--- src/rtl/sprite_pixel_renderer.sv ---
// sprite_pixel_renderer: 3-stage sprite ROM fetch, nibble unpack and palette lookup.
// Optional horizontal flip with `define SPRITE_MIRROR_EN (adds i_mirror).
module sprite_pixel_renderer #(
  parameter int SPR_W    = 64,
  parameter int SPR_H    = 64,
  parameter int FRAMES   = 4,
  parameter int ANIM_DIV = 8,
  parameter int COORD_W  = 10,
  parameter int ROM_AW   = 11
) (
  input  logic               i_clk,
  input  logic               i_rst,
  input  logic               i_frame_start,
  input  logic [COORD_W-1:0] i_pos_x,
  input  logic [COORD_W-1:0] i_pos_y,
`ifdef SPRITE_MIRROR_EN
  input  logic               i_mirror,
`endif
  input  logic               i_px_valid,
  input  logic [COORD_W-1:0] i_px_x,
  input  logic [COORD_W-1:0] i_px_y,
  output logic [ROM_AW-1:0]  o_rom_addr,
  input  logic [31:0]        i_rom_data,
  input  logic [23:0]        i_color_map [0:15],
  output logic               o_valid,
  output logic               o_opaque,
  output logic [23:0]        o_rgb
);
  localparam int XW = $clog2(SPR_W);
  localparam int YW = $clog2(SPR_H);
  localparam int FW = FRAMES > 1 ? $clog2(FRAMES) : 1;
  localparam int DW = ANIM_DIV > 1 ? $clog2(ANIM_DIV) : 1;
  localparam int FRAME_WORDS = SPR_W * SPR_H / 8;
  logic [COORD_W-1:0] pos_x_q, pos_y_q;
  logic [FW-1:0]      anim_idx;
  logic [DW-1:0]      div_cnt;
  logic [COORD_W:0]   rel_x, rel_y;
  logic               hit;
  logic [XW-1:0]      col;
  logic [YW-1:0]      row;
  logic [ROM_AW-1:0]  addr_d;
  logic [2:0]         sel0, sel1;
  logic               hit0, hit1, val0, val1;
  logic [3:0]         idx;
  logic               opaque;
  always_ff @(posedge i_clk or posedge i_rst)
    if (i_rst) begin
      pos_x_q  <= '0;
      pos_y_q  <= '0;
      div_cnt  <= '0;
      anim_idx <= '0;
    end else if (i_frame_start) begin
      pos_x_q <= i_pos_x;
      pos_y_q <= i_pos_y;
      div_cnt <= (div_cnt == DW'(ANIM_DIV - 1)) ? '0 : div_cnt + 1'b1;
      if (div_cnt == DW'(ANIM_DIV - 1))
        anim_idx <= (anim_idx == FW'(FRAMES - 1)) ? '0 : anim_idx + 1'b1;
    end
  assign rel_x = {1'b0, i_px_x} - {1'b0, pos_x_q};
  assign rel_y = {1'b0, i_px_y} - {1'b0, pos_y_q};
  // the >= tests stop a sprite near the far edge from wrapping onto the near edge
  assign hit = i_px_valid && i_px_x >= pos_x_q && rel_x < (COORD_W+1)'(SPR_W)
                          && i_px_y >= pos_y_q && rel_y < (COORD_W+1)'(SPR_H);
  assign row = rel_y[YW-1:0];
`ifdef SPRITE_MIRROR_EN
  logic mirror_q;
  always_ff @(posedge i_clk or posedge i_rst)
    if (i_rst) mirror_q <= 1'b0;
    else if (i_frame_start) mirror_q <= i_mirror;
  assign col = mirror_q ? ~rel_x[XW-1:0] : rel_x[XW-1:0];
`else
  assign col = rel_x[XW-1:0];
`endif
  assign addr_d = ROM_AW'(anim_idx) * ROM_AW'(FRAME_WORDS)
                + ROM_AW'(row) * ROM_AW'(SPR_W / 8) + ROM_AW'(col[XW-1:3]);
  assign idx    = i_rom_data[{sel1, 2'b00} +: 4];
  assign opaque = hit1 && idx != 4'd0;
  always_ff @(posedge i_clk or posedge i_rst)
    if (i_rst) begin
      o_rom_addr <= '0;
      sel0       <= '0;
      hit0       <= 1'b0;
      val0       <= 1'b0;
      sel1       <= '0;
      hit1       <= 1'b0;
      val1       <= 1'b0;
      o_valid    <= 1'b0;
      o_opaque   <= 1'b0;
      o_rgb      <= '0;
    end else begin
      o_rom_addr <= addr_d;
      sel0       <= col[2:0];
      hit0       <= hit;
      val0       <= i_px_valid;
      sel1       <= sel0;
      hit1       <= hit0;
      val1       <= val0;
      o_valid    <= val1;
      o_opaque   <= opaque;
      o_rgb      <= opaque ? i_color_map[idx] : '0;
    end
endmodule

--- config.mk ---
export PLATFORM = sky130hd
export DESIGN_NAME = sprite_pixel_renderer
export DESIGN_NICKNAME = d
export VERILOG_FILES = /design/src/rtl/sprite_pixel_renderer.sv
export SDC_FILE = /design/constraint.sdc
export NUM_CORES = 1
export LEC_CHECK = 0
export CORE_AREA = 3 3 192 194
export DETAILED_ROUTE_END_ITERATION = 16
export DIE_AREA = 0 0 195 197
export PLACE_DENSITY_LB_ADDON = 0.1
export SETUP_SLACK_MARGIN = 0.2
export SYNTH_ARGS = -nofsm -noshare
export SYNTH_HDL_FRONTEND = slang
export SYNTH_SLANG_ARGS = --single-unit
--- constraint.sdc ---
create_clock -name i_clk -period 5 [get_ports i_clk]
set_input_delay 1 -clock i_clk [delete_from_list [all_inputs] [get_ports i_clk]]
set_output_delay 1 -clock i_clk [all_outputs]
set_load 0.01 [all_outputs]
### Word level (Yosys, flattened, before mapping)

Index checks and enable logic that the tools add are counted.

* output and inout bits: 37
* flip-flop bits (word level): 72

* mux-type cells: 6
* equal/unequal tests: 2
* order comparisons: 5
* add/subtract/negate cells: 6
* shift operators: 1
* bitwise operators: 1
* reductions and logical operators: 7

Operator list (count)
* binary-select mux 24 bit (select 4 bit): 1
* two-way mux 24 bit: 3
* indexed part select 32 x 6 -> 4 bit: 1
* less-than comparator 11 x 7 -> 1 bit, second input constant: 2
* subtractor 10 x 10 -> 11 bit: 2
* greater-or-equal comparator 10 bit: 2
* adder 11 x 3 -> 11 bit: 1
* adder 11 x 9 -> 11 bit: 1
* greater-or-equal comparator 5 bit, second input constant: 1
* logical AND 1 bit: 5
* NOT 4 -> 5 bit: 1
* nonzero test 4 bit: 1
* adder 3 x 1 -> 3 bit, second input constant: 1
* equality test 3 bit, second input constant: 1
* two-way mux 3 bit: 1
* adder 2 x 1 -> 2 bit, second input constant: 1
* equality test 2 bit, second input constant: 1
* two-way mux 2 bit: 1
* AND reduction 2 bit: 1

### Depth between registers and ports, before layout

Gate-level depths: netlist of run 1.

* depth after elaboration: 6
* depth in mapped cells: 11
* depth with buffers taken out: 11

### Least setup slack after synthesis of run 1

OpenSTA, ideal clock, no wires.

* path type: input port to flip-flop
* start point: input i_rom_data[28]
* end point: register o_rgb[12]
* stages: 8
* arrival time: 2772 ps
* setup slack: 2102 ps
* data required time: 4874 ps
* library setup time: 126 ps
* cell sequence: mux4_2 > mux2i_1 > buf_4 > buf_4 > mux2_2 > a211oi_1 > a211oi_1 > a221o_1

* word-level cells in the longest chain between the ends: 6
* elaborated cells between the ends (all ways): 8

RTL lines
* start: declaration: line 23 `input logic [31:0] i_rom_data,`
* indexed part select 32 x 6 -> 4 bit (*): line 76 `assign idx = i_rom_data[{sel1, 2'b00} +: 4];`
* NOT 4 -> 5 bit (implied by the code): line 100 `o_rgb <= opaque ? i_color_map[idx] : '0;`
* binary-select mux 24 bit (select 4 bit): line 100
* two-way mux 24 bit (implied by the code) (2 in series): line 100
* two-way mux 24 bit (*): line 100
* end signal: assignment: line 100
* end: declaration: line 27 `output logic [23:0] o_rgb`

Mark *: on every way between the ends. The rest lies on a longest branch, timed or not. The select of a mux whose other input is x is not followed.
A chain may end at the register's enable or synchronous reset.

### Final worst setup path of run 1

* start point: input i_rom_data[28]
* end point: register o_rgb[1]

The elaborated chain is that of the path after synthesis.

==> results of run 1 <==
synthesized netlist by cell type, drive strengths merged (2+ instances only):
| cell | instances | share of area, % |
|---|---|---|
| a211oi | 98 | 11 |
| a21o | 5 | 0.56 |
| a21oi | 80 | 5.9 |
| a221o | 24 | 3.6 |
| buf | 47 | 4.6 |
| clkbuf | 17 | 0.95 |
| dfrtp | 72 | 27 |
| fa | 2 | 0.59 |
| ha | 23 | 4.3 |
| inv | 34 | 1.9 |
| mux2 | 32 | 5.3 |
| mux2i | 100 | 15 |
| mux4 | 8 | 2.7 |
| nand2 | 26 | 1.4 |
| nand2b | 4 | 0.37 |
| nand3b | 2 | 0.22 |
| nand4b | 2 | 0.26 |
| nor2 | 62 | 3.5 |
| nor2b | 50 | 4.6 |
| nor3 | 5 | 0.37 |
| nor3b | 2 | 0.22 |
| o211ai | 4 | 0.45 |
| o21a | 6 | 0.67 |
| o21ai | 28 | 2.1 |
| o32ai | 3 | 0.39 |
| or3 | 2 | 0.19 |
| xnor2 | 7 | 0.91 |
| xor2 | 2 | 0.26 |
critical path: stages:
cell             delay [ps]
clkdlybuf4s50_1         410
mux4_2                  500
mux2i_4                 380
buf_12                  340
mux2_2                  370
a211oi_1                430
a211oi_1                180
a221o_1                 330
through the flow:
stage	util [%]	power, uW
6_report	34.5	3500
4_1_cts	34.5	3560
5_1_grt	34.5	3750
3_3_place_gp	33.6	2790
3_5_place_dp	33.6	2800
2_1_floorplan	-	2030
cell type report:
class                   count  area [um^2]  area share [%]
repair buffers            487         4900            40.1
multi-input cells         586         4470            36.6
flip-flops and latches     72         1800            14.8
well taps                 461          577            4.72
clock buffers              10          229            1.88
inverters                  34          129            1.06
clock inverters             6         92.6           0.758
diodes                      4         10.0          0.0820
state kept, by name, summed over array words and instances, names as in the netlist:
name / flops
val0: 1
o_rgb: 24
anim_idx: 2
o_rom_addr: 11
o_valid: 1
hit0: 1
o_opaque: 1
hit1: 1
pos_y_q: 10
div_cnt: 3
pos_x_q: 10
val1: 1
sel1: 3
sel0: 3
cells in the final DEF (no fill, tap or decap), types with 4 or more instances in the layout:
| cell type | instances |
|---|---|
| a221o_1 | 24 |
| mux2_2 | 32 |
| nor3_1 | 5 |
| o211ai_1 | 4 |
| o21a_1 | 6 |
| nor2b_1 | 50 |
| buf_12 | 5 |
| nor2_1 | 59 |
| a211oi_1 | 98 |
| diode_2 | 4 |
| a21o_1 | 5 |
| a21oi_1 | 80 |
| inv_1 | 33 |
| buf_4 | 10 |
| dfrtp_1 | 72 |
| clkbuf_16 | 9 |
| ha_1 | 23 |
| mux2i_1 | 97 |
| mux4_2 | 8 |
| nand2_1 | 26 |
| xnor2_1 | 7 |
| clkdlybuf4s50_1 | 472 |
| nand2b_1 | 4 |
| o21ai_0 | 28 |
cells by family after synthesis:
logic type / after synthesis / share of synthesized area [%]
flip-flops: 72 / 26.7
AO/OA/AOI/OAI: 253 / 25.2
AND/OR/NAND/NOR: 159 / 11.6
buffers and inverters: 98 / 7.46
multiplexers: 140 / 23.0
adder cells (fa/ha/maj): 25 / 4.86
XOR/XNOR: 9 / 1.17
per-layer routing:
metal  vias to the layer above  wire [um]  global-route usage, %  part of all wire [%]
met1                      3445      15500                   22.3                    42
met4                         4        211                   2.85                  0.58
met3                        13       2420                   5.40                   6.6
met2                       262      18500                   32.6                    50
li1                       3690          -                      -                     -
met5                         -         34                      0                 0.093
report_power, final:
| part | switching [uW] | internal, uW | total (uW) |
|---|---|---|---|
| Clock | 291 | 441 | 732 |
| Combinational | 1070 | 992 | 2060 |
| Sequential | 49.8 | 655 | 705 |
final timing paths:
check | startpoint | to
worst min register to register | sel0[1]$_DFF_PP0_ | sel1[1]$_DFF_PP0_
worst max-delay path | i_rom_data[28] | o_rgb[1]$_DFF_PP0_
worst min-delay path | sel0[1]$_DFF_PP0_ | sel1[1]$_DFF_PP0_
worst max register to register | sel1[0]$_DFF_PP0_ | o_rgb[1]$_DFF_PP0_
min in group asynchronous | i_rst | o_rom_addr[10]$_DFF_PP0_
max in group asynchronous | i_rst | pos_x_q[7]$_DFFE_PP0P_
==> impl_metrics.env, run 1 <==
export IMPL_status="completed"
export IMPL_ir_drop_mv=0.162
export IMPL_setup_tns_final_ps=0
export IMPL_area_growth_pct=81.1
export IMPL_clk_latency_ps=350
export IMPL_path_max_fanout=50
export IMPL_dp_cells=1640
export IMPL_antenna_found_initial=6
export IMPL_pre_cts_ws_ps=811
export IMPL_fmax_mhz=266
export IMPL_setup_worst_path_end_class="register"
export IMPL_dpl_instance_area_um2=11900
export IMPL_worstSetupPathType="input pin to register"
export IMPL_start_util_pct=19.1
export IMPL_hpwl_um=30100
export IMPL_tightest_slew_ps=1050
export IMPL_ys_ff_latch=72
export IMPL_cts_repair_resized=0
export IMPL_drtAntennaViolNets=0
export IMPL_ys_seq_area_share_pct=26.7
export IMPL_yosysUniqueCellTypes=41
export IMPL_max_slew_margin_rel_pct=30.0
export IMPL_fin_crit_ps=3760
export IMPL_post_route_period_util_pct=75.2
export IMPL_rows=69
export IMPL_synth_area_um2=6740
export IMPL_grt_overflow_total=0
export IMPL_fin_cells=1660
export IMPL_syn_area_per_cell_um2=8.92
export IMPL_synthCells=756
export IMPL_nNetsFinal=1675
export IMPL_die_area_um2=38400
export IMPL_grt_max_degree=87
export IMPL_grt_pass1_wl_um=52500
export IMPL_crit_arrival_ps=3980
export IMPL_cts_hold_buf=0
export IMPL_p_per_area_nw_per_um2=287
export IMPL_synth_edf_count=0
export IMPL_power_leakage_uw=0.00485
export IMPL_setup_ws_ps=1240
export IMPL_firstDrtPassIters=4
export IMPL_clkSlewWorstSetupHoldPaths_ps=60
export IMPL_r2r_cells=7
export IMPL_die_h_um=197
export IMPL_hold_violations=0
export IMPL_hp_class="register to register"
export IMPL_finalClockSkew_ps=14.5
export IMPL_core_area_um2=35400
export IMPL_io_buffers=472
export IMPL_r2r_slack_ps=1510
export IMPL_cts_tree="yes"
export IMPL_cts_buffers=9
export IMPL_clockBufferDepth=2
export IMPL_drive_above_1_share_pct=6.44
export IMPL_gp_congestion=0.814
export IMPL_nFillCells=3704
export IMPL_wl_per_cell_um=22.1
export IMPL_cts_root_buf="clkbuf_16"
export IMPL_syn_num_nets=1241
export IMPL_post_cts_buffers=0
export IMPL_die_w_um=195
export IMPL_design_area_um2=12200
export IMPL_ys_async_sr_fraction_pct=100
export IMPL_cts_max_level=3
export IMPL_ios=497
export IMPL_vias_per_cell=4.47
export IMPL_synth_flop_cell="dfrtp_1"
export IMPL_setup_viol=0
export IMPL_drt_iter0_drc=300
export IMPL_timing_hold_worst_path_depth=0
export IMPL_cap_violations=0
export IMPL_yosys_warnings=0
export IMPL_grt_pass1_vias=7668
export IMPL_maxSlewViolCount=0
export IMPL_cp_start_kind="input pin"
export IMPL_clock_sinks=72
export IMPL_drc=0
export IMPL_wirelength_um=36600
export IMPL_critPathRequiredTime_ps=5220
export IMPL_rsz0062_at_grt="false"
export IMPL_whs_ps=348
export IMPL_grt_usage_pct=18.3
export IMPL_vias=7414
Power figures use the tool's default switching activity.
==> run 2, diff against run 1 <==
==> constraint.sdc (replaced) <==
create_clock -name i_clk -period 3.2 [get_ports i_clk]
set_input_delay 0.64 -clock i_clk [delete_from_list [all_inputs] [get_ports i_clk]]
set_output_delay 0.64 -clock i_clk [all_outputs]
set_load 0.01 [all_outputs]
==> run 2 against run 1 <==
  * Hold slack better by 1.7 ps
  * Count of clock-buffer cells in the layout increased by 1
  * Highest routed layer unchanged
  * Clock power grew 52%
  * First-iteration DRC count fell by 34%
  * Non-clock buffer count up 49
  * Die area stayed put
  * Largest power group unchanged
  * Via count grew 3.7%
  * Utilization up 2.0 points
  * Register-to-register slack got worse by 1000 ps
  * Final area increased by 5.9%
  * Cell count grew 2.9%
==> impl_metrics.env, run 2 (synthesis results as in run 1) <==
export IMPL_highest_layer="met5"
export IMPL_path_cells="clkdlybuf4s50_1 -> mux4_2 -> mux2i_4 -> buf_12 -> buf_16 -> buf_12 -> mux2_2 -> a211oi_2 -> a211oi_1 -> a221o_1"
export IMPL_r2r_end="o_rgb[0]$_DFF_PP0_"
export IMPL_pwr_share_clk_pct=18.2
export IMPL_worstSetupPathType="input pin to register"
export IMPL_wirelength_um=37400
export IMPL_routed_wl_met2_um=18700
export IMPL_top_regs="o_rgb: 24 flops, o_rom_addr: 11 flops"
export IMPL_finalClockSkew_ps=9.20
export IMPL_gp_congestion=0.821
export IMPL_rows=69
export IMPL_die_w_um=195
export IMPL_grt_pass1_wl_um=53100
export IMPL_clkSlewWorstSetupHoldPaths_ps=70
export IMPL_grt_usage_pct=18.4
export IMPL_cap_violations=0
export IMPL_core_area_um2=35400
export IMPL_vias=7686
export IMPL_cts_tree="yes"
export IMPL_power_uw=6100
export IMPL_regMostFlops="o_rgb"
export IMPL_setup_worst_path_end_class="register"
export IMPL_setup_ws_ps=254
export IMPL_dpl_instance_area_um2=12300
export IMPL_crit_arrival_ps=3160
export IMPL_post_route_period_util_pct=92.0
export IMPL_r2r_slack_ps=490
export IMPL_pre_cts_ws_ps=-214
export IMPL_grt_overflow_total=0
export IMPL_seqPwrFrac_pct=18.0
export IMPL_wl_met3_um=2950
export IMPL_hp_class="register to register"
export IMPL_die_area_um2=38400
export IMPL_fmax_mhz=340
export IMPL_clk_latency_ps=340
export IMPL_firstDrtPassIters=4
export IMPL_r2r_cells=9
export IMPL_nNetsFinal=1724
export IMPL_io_buffers=472
export IMPL_slowest_stage="mux4_2"
export IMPL_crit_top_cell="buf_12"
export IMPL_tightest_slew_ps=614
export IMPL_drc=0
export IMPL_hpwl_um=31000
export IMPL_clock_sinks=72
export IMPL_fin_crit_ps=2950
export IMPL_wl_met1_um=15300
export IMPL_critPathMaxStageDelay_ps=500
export IMPL_start_util_pct=19.1
export IMPL_area_growth_pct=91.8
export IMPL_vias_per_cell=4.50
export IMPL_drtAntennaViolNets=0
export IMPL_power_leakage_uw=0.00519
export IMPL_drt_iter0_drc=197
export IMPL_setup_viol=0
export IMPL_final_common_cell="clkdlybuf4s50_1"
export IMPL_internal_power_uw=3720
export IMPL_clockBufferDepth=2
export IMPL_cts_max_level=3
export IMPL_setup_tns_final_ps=0
export IMPL_final_util_pct=36.5
export IMPL_cts_buffers=9
export IMPL_grt_pass1_vias=7882
export IMPL_hold_path_endpoint="sel1[0]$_DFF_PP0_"
export IMPL_antenna_found_initial=9
export IMPL_rsz0062_at_grt="true"
export IMPL_pwr_share_comb_pct=63.8
export IMPL_wl_per_cell_um=21.9
export IMPL_r2r_start="sel1[0]$_DFF_PP0_"
export IMPL_design_area_um2=12900
export IMPL_cts_root_buf="clkbuf_16"
export IMPL_hold_violations=0
export IMPL_drive_above_1_share_pct=12.0
export IMPL_ir_drop_mv=0.211
export IMPL_path_max_fanout=14
export IMPL_critical_path_top_delay_family="multiplexers"
export IMPL_ios=497
export IMPL_status="completed"
export IMPL_crit_buf_inv=4
export IMPL_min_from="sel0[0]$_DFF_PP0_"
export IMPL_switchingPower_uw=2380
export IMPL_power_share_switching_pct=39.0
export IMPL_critPathRequiredTime_ps=3420
export IMPL_die_h_um=197
export IMPL_timing_hold_worst_path_depth=0
export IMPL_maxSlewViolCount=0
export IMPL_cp_start_kind="input pin"
export IMPL_p_per_area_nw_per_um2=472
export IMPL_grt_max_degree=40
export IMPL_max_slew_margin_rel_pct=59.1
export IMPL_final_cell_mix="472 x clkdlybuf4s50_1, 93 x mux2i_1, 82 x a211oi_1, 79 x a21oi_1, 71 x dfrtp_1"
export IMPL_largest_register_ff_count=24
export IMPL_nFillCells=3638
## run 2: metal layers
layer / GRT usage [%] / vias to the layer above
li1: - / 3798
met1: 22.0 / 3582
met2: 32.8 / 259
met3: 5.93 / 35
met4: 3.17 / 12
met5: 0 / -
## run 2: power by group through the flow
stage / combinational [uW] / sequential (uW) / clock, uW
6_report: 3890 / 1090 / 1110
5_1_grt: 4230 / 1110 / 1190
4_1_cts: 3720 / 1100 / 1170
3_5_place_dp: 3630 / 1110 / 0
3_3_place_gp: 3620 / 1110 / 0
2_1_floorplan: 2070 / 1100 / 0
## run 2: worst max path at each step
stage / startpoint / endpoint / slack [ps] / cells after the start
2_1_floorplan: i_rom_data[28] / o_rgb[12]$_DFF_PP0_ / 660 / 8
3_3_place_gp: i_rom_data[28] / o_rgb[2]$_DFF_PP0_ / -210 / 9
3_5_place_dp: i_rom_data[28] / o_rgb[2]$_DFF_PP0_ / -210 / 9
4_1_cts: i_rom_data[28] / o_rgb[15]$_DFF_PP0_ / 200 / 9
5_1_grt: i_px_x[0] / hit0$_DFF_PP0_ / 170 / 12
6_report: i_rom_data[28] / o_rgb[0]$_DFF_PP0_ / 250 / 10
## run 2: what timing repair did
item                                   4_1_cts  5_1_grt
pin swaps                                    0        2
buffers inserted                             1        1
setup endpoints to repair                    2       25
resized for setup                            1       33
endpoints found under the hold margin        0        0
hold buffers                                 0        0
gates cloned                                 1        2
## run 2: metrics by stage
stage,instances,hold WS [ps]
5_1_grt,1708,365
3_3_place_gp,1684,334
4_1_cts,1702,351
3_5_place_dp,1684,337
6_report,1708,350
2_1_floorplan,756,331
## run 2: cell type report
| type | count | area (um^2) | share of cell area [%] |
|---|---|---|---|
| inverter | 34 | 129 | 0.996 |
| sequential | 72 | 1800 | 13.9 |
| antenna | 3 | 7.51 | 0.0580 |
| clock inverter | 5 | 62.6 | 0.484 |
| clock buffer | 11 | 253 | 1.95 |
| multi-input combinational | 586 | 4590 | 35.5 |
| timing repair buffer | 536 | 5520 | 42.6 |
| tap | 461 | 577 | 4.46 |
